[src/rtl/fifo_bit_reader_ctrl.sv]
// rtl/fifo_bit_reader_ctrl.sv - round-robin N-bit field reader over a single-bit FIFO wrapper
//
// Reads single bits from the main data FIFO wrapper and assembles MSB-first
// fields of up to MAX_BITS bits for two parser clients (0: header/side-info,
// 1: main data). A burst is only started once the wrapper holds the whole
// field, so a field is never split by underflow.
//
// Ports:
//   clk, rst_n          clock, asynchronous active-low reset
//   fifo_dcount         bits available in the wrapper
//   fifo_dout           bit from the wrapper, qualified by fifo_d_valid
//   fifo_d_valid        returned-bit strobe, one cycle after fifo_rd_en
//   fifo_rd_en          single-bit read strobe
//   req0/req1           level requests per client
//   nbits0/nbits1       requested field width per client (0 allowed)
//   data0/data1         right-justified field, held between pulses
//   data_valid0/1       one-cycle completion pulse (ack)
//   busy                controller not idle
//   bits_consumed       running total of returned bits, wraps
//   err                 sticky protocol error
module fifo_bit_reader_ctrl #(
  parameter int MAX_BITS = 32,
  parameter int CNT_W    = 16
) (
  input  logic                clk,
  input  logic                rst_n,
  input  logic [CNT_W-1:0]    fifo_dcount,
  input  logic                fifo_dout,
  input  logic                fifo_d_valid,
  output logic                fifo_rd_en,
  input  logic                req0,
  input  logic                req1,
  input  logic [5:0]          nbits0,
  input  logic [5:0]          nbits1,
  output logic [MAX_BITS-1:0] data0,
  output logic [MAX_BITS-1:0] data1,
  output logic                data_valid0,
  output logic                data_valid1,
  output logic                busy,
  output logic [31:0]         bits_consumed,
  output logic                err
);

  typedef enum logic [2:0] {
    IDLE      = 3'd0,
    WAIT_DATA = 3'd1,
    ISSUE     = 3'd2,
    DRAIN     = 3'd3,
    RESP      = 3'd4
  } state_t;

  localparam logic [5:0] EFF_MAX = 6'(MAX_BITS);

  state_t              state_q, state_d;
  logic                id_q;
  logic                rr_ptr;
  logic [5:0]          eff_q;
  logic [5:0]          issue_cnt;
  logic [5:0]          received;
  logic [2:0]          drain_idle;
  logic [MAX_BITS-1:0] shreg;
  logic [MAX_BITS-1:0] data0_q, data1_q;

  logic                grant;
  logic                win;
  logic [5:0]          win_nbits;
  logic [5:0]          win_eff;

  // Arbitration: a lone requester wins; on contention rr_ptr decides.
  always_comb begin
    grant = 1'b0;
    win   = 1'b0;
    if (req0 && req1) begin
      grant = 1'b1;
      win   = rr_ptr;
    end else if (req0) begin
      grant = 1'b1;
      win   = 1'b0;
    end else if (req1) begin
      grant = 1'b1;
      win   = 1'b1;
    end
  end

  assign win_nbits = win ? nbits1 : nbits0;
  assign win_eff   = (win_nbits > EFF_MAX) ? EFF_MAX : win_nbits;

  always_comb begin
    state_d = state_q;
    case (state_q)
      IDLE: begin
        if (grant) state_d = (win_eff == 6'd0) ? RESP : WAIT_DATA;
      end
      WAIT_DATA: begin
        if (fifo_dcount >= CNT_W'(eff_q)) state_d = ISSUE;
      end
      ISSUE: begin
        if (issue_cnt == eff_q - 6'd1) state_d = DRAIN;
      end
      DRAIN: begin
        // The bit arriving this cycle counts toward completion.
        if (received + 6'(fifo_d_valid) == eff_q) state_d = RESP;
      end
      RESP: begin
        state_d = IDLE;
      end
      default: begin
        state_d = IDLE;
      end
    endcase
  end

  always_ff @(posedge clk or negedge rst_n) begin
    if (!rst_n) begin
      state_q       <= IDLE;
      id_q          <= 1'b0;
      rr_ptr        <= 1'b0;
      eff_q         <= '0;
      issue_cnt     <= '0;
      received      <= '0;
      drain_idle    <= '0;
      shreg         <= '0;
      data0_q       <= '0;
      data1_q       <= '0;
      bits_consumed <= '0;
      err           <= 1'b0;
    end else begin
      state_q <= state_d;

      // Grant clears the collector; otherwise any returned bit is shifted in.
      if (state_q == IDLE && grant) begin
        id_q      <= win;
        eff_q     <= win_eff;
        shreg     <= '0;
        received  <= '0;
        issue_cnt <= '0;
      end else if (fifo_d_valid) begin
        shreg    <= {shreg[MAX_BITS-2:0], fifo_dout};
        received <= received + 6'd1;
      end

      if (state_q == ISSUE) issue_cnt <= issue_cnt + 6'd1;

      // Count consecutive silent DRAIN cycles; the fifth one flags a stall.
      if (state_q == DRAIN && !fifo_d_valid) begin
        if (drain_idle != 3'd7) drain_idle <= drain_idle + 3'd1;
        if (drain_idle >= 3'd4) err <= 1'b1;
      end else begin
        drain_idle <= '0;
      end

      if (fifo_d_valid &&
          (state_q == IDLE || state_q == WAIT_DATA || received == eff_q))
        err <= 1'b1;

      if (state_q == RESP) begin
        bits_consumed <= bits_consumed + 32'(eff_q);
        rr_ptr        <= ~id_q;
        if (id_q) data1_q <= shreg;
        else      data0_q <= shreg;
      end
    end
  end

  // During RESP the live field is presented; afterwards the captured copy holds it.
  assign data_valid0 = (state_q == RESP) && !id_q;
  assign data_valid1 = (state_q == RESP) &&  id_q;
  assign data0       = data_valid0 ? shreg : data0_q;
  assign data1       = data_valid1 ? shreg : data1_q;
  assign fifo_rd_en  = (state_q == ISSUE);
  assign busy        = (state_q != IDLE);

endmodule

[config.mk]
export PLATFORM = sky130hd
export DESIGN_NAME = fifo_bit_reader_ctrl
export DESIGN_NICKNAME = d
export VERILOG_FILES = /design/src/rtl/fifo_bit_reader_ctrl.sv
export SDC_FILE = /design/constraint.sdc
export NUM_CORES = 1
export LEC_CHECK = 0
export CAP_MARGIN = 10
export CORE_ASPECT_RATIO = 0.5
export CORE_MARGIN = 8
export CORE_UTILIZATION = 58
export CTS_BUF_LIST = sky130_fd_sc_hd__clkbuf_8
export CTS_CLUSTER_SIZE = 24
export DETAILED_ROUTE_END_ITERATION = 10
export PLACE_DENSITY = 0.92
export SYNTH_ARGS = -nofsm -noshare
export SYNTH_HDL_FRONTEND = slang
export SYNTH_SLANG_ARGS = --single-unit
[constraint.sdc]
create_clock -name clk -period 5.7 [get_ports clk]
set_input_delay 0.855 -clock clk [delete_from_list [all_inputs] [get_ports clk]]
set_output_delay 0.855 -clock clk [all_outputs]
set_load 0.05 [all_outputs]
==> metrics <==
clock sink count 155; Syn Area/Cell 11.9 sq um; Tot GR Track Use 21.0%; core area 11900 sq um; R2R cell count 7; number of flops mapped to enable cells by yosys 0; leakage 4.19 nW; first-pass GRT wire length 27.8 mm; die area 16300 sq um; ys flop type dfrtp_1; First-pass DRT Iterations 4; Via-to-Cell Ratio 5.61; fin. max-slew vios 0; Clock Skews 0.0108 ns; TritonCTS buffer count 17; post-CTS sizing 0; largest net degree at the start of global routing 89; crit-path cells or3b_4 -> nor2_4 -> mux2_2 -> clkdlybuf4s50_1; Max Root-Sink Buffers 2; IO Pins 135; RSZ-0062 raised after global routing no; ys async rst share 100%; detailed router's first-iteration violation count 352; Pwr Density 373 nW/um^2; pre-CTS WS 1.93 ns; reg2reg start received[0]$_DFFE_PN0P_; Final Hold Fails 0; setup bufs post-CTS 0; global route overflow 0; Core Util, Final 75.4%; clk slew on worst S/H paths 0.09 ns; maximum VDD drop 0.188 mV; CTS tree yes; YS warnings 0; WL/cell 18.6 um; CP max-delay cell nor2_4; worst setup margin 1.45 ns; # hold bufs at CTS 0; clk root buf clkbuf_8; antenna violations before repair 0; Slew HR 33.9%; Final min period 4.25 ns; Min Hold Slack 0.449 ns; HPWL Detailed 11.5 mm; MaxCap Viol Count 0; die width 173 um; register bit count reported by yosys 155; number of port buffers 134; Setup TNS 0 ns; outcome finished clean; Final #Nets 784; syn_nets 655; CP Data Required Time 4.85 ns; DRC viols 0; r2r endpoint state_q[1]$_DFFE_PN0P_; Rows 28; Worst R2R Setup Slack 3.00 ns; antenna-violating nets left 0; area of the mapped netlist 7120 sq um; H-tree Lvls 4; Synth cell types 56; final setup fails 0; Mapped Cells 600; Initial Utilization 59.8%; fmax 0.235 GHz; actual slew at the worst max-slew pin 0.990 ns; crit path capture type primary output; Clock Latency Late Sink 0.44 ns; die height 94.4 um; vias in the first global route 5353; Critical Path Source Type flip-flop; Antenna Cells 0; worst hold path class in -> async; Total Power 3.35 mW; # fillers 805; via count 5075; sequential area share after synthesis 54.5%; Area Growth Syn to Fin 26.0%; max incr delay on CP 0.75 ns; crit path max fanout 33; gpl congestion 0.892; layout cells sized above 1 14.7%; period utilisation layout 74.6%; WL final 16.8 mm; critical path type reg -> out; CP arrival 3.40 ns
## kinds of logic after synthesis
family | count (synthesis) | synth area share [%]
muxes | 106 | 16.0
xor gates and xnor gates | 53 | 6.52
buffers and inverters | 46 | 2.76
AOI/OAI and AO/OA | 56 | 5.11
adders and majority gates | 21 | 3.79
and+or+nand+nor | 163 | 11.3
DFF | 155 | 54.5
## layout make-up
class | count | area [sq um] | area share (%)
clock buffers | 18 | 248 | 2.76
clock inverters | 12 | 139 | 1.55
inverters | 16 | 60.1 | 0.669
multi-input cells | 399 | 3060 | 34.1
flip-flops and latches | 155 | 3880 | 43.2
well taps | 165 | 206 | 2.30
repair buffers | 140 | 1380 | 15.4
## flip-flops by register name (all words and copies together), names as in the netlist
register       cells
data1_q           32
rr_ptr             1
shreg             32
issue_cnt          6
state_q            3
id_q               1
bits_consumed     32
drain_idle         3
eff_q              6
err                1
data0_q           32
received           6
## cells in the mapped netlist (2+ instances only)
cell type / instances / area (sq um)
a211oi_1: 2 / 15.0
clkbuf_1: 17 / 63.8
nor4b_1: 2 / 17.5
a31oi_1: 2 / 12.5
nor3b_1: 2 / 15.0
nand4_1: 15 / 93.8
inv_1: 15 / 56.3
a21o_1: 2 / 15.0
a21oi_1: 7 / 35.0
a21boi_0: 2 / 15.0
and2_1: 2 / 12.5
and4_1: 5 / 43.8
xor2_1: 14 / 123
o211a_1: 2 / 20.0
o21ai_0: 20 / 100
ha_1: 20 / 250
dfrtp_1: 155 / 3880
or3_1: 2 / 12.5
o31ai_1: 7 / 52.6
xnor2_1: 39 / 342
nand2b_1: 2 / 12.5
buf_2: 10 / 50.1
and3_1: 6 / 37.5
nor4_1: 3 / 18.8
nand2_1: 34 / 128
nor3_1: 6 / 30.0
mux2i_1: 41 / 410
nand3_1: 18 / 90.1
mux2_2: 65 / 732
nor2_1: 57 / 214
## through the flow
step	area, sq um	std cells
finish	8980	905
floorplan	7120	600
detailed placement	8590	875
global route	8980	905
global placement	8590	875
CTS	8980	905
## worst max path at each step
stage / startpoint / endpoint / depth (start not counted)
after global placement: state_q[1]$_DFFE_PN0P_ / data0[12] / 4
after detailed placement: state_q[1]$_DFFE_PN0P_ / data0[14] / 4
after global routing: state_q[1]$_DFFE_PN0P_ / data0[14] / 4
final: state_q[1]$_DFFE_PN0P_ / data0[0] / 4
after CTS: state_q[1]$_DFFE_PN0P_ / data0[14] / 4
after floorplan: state_q[0]$_DFFE_PN0P_ / data1[23] / 6
## worst max-delay path: cells and delay by family, from the launching register on
kind,cells,cell delay (ns)
buffers and inverters,1,0.72
AND/OR/NAND/NOR,2,1.28
multiplexers,1,0.44
flip-flops,1,0.48
## report_power, final
group          switching [mW]  internal, mW
sequential              0.263          1.29
clock                   0.422         0.402
combinational           0.569         0.406
## cells in the final DEF (no fill, tap or decap), drive strengths merged, types with 2 or more instances in the layout
master	n
xor2	14
clkinv	6
nand4	15
nor3	6
and4	5
xnor2	39
and3	7
nand3	18
nor3b	2
a21o	2
mux2i	41
nor4b	2
o31ai	7
and2	2
clkbuf	18
bufinv	2
dfrtp	155
a31oi	2
a211oi	2
nand2	34
nand2b	2
o21ai	21
clkdlybuf4s50	132
a21boi	2
inv	19
mux2	65
o211a	2
nor4	3
a21oi	7
ha	20
nor2	58
buf	8
or3	2
## per-layer routing
layer | up-vias | track usage (%) | wire, um
li1 | 2361 | - | -
met1 | 2540 | 25.5 | 7160
met2 | 144 | 36.3 | 8450
met3 | 30 | 5.22 | 857
met4 | 0 | 8.34 | 348
met5 | - | 0 | 0
Note: power is estimated with default switching activity, not from simulation.
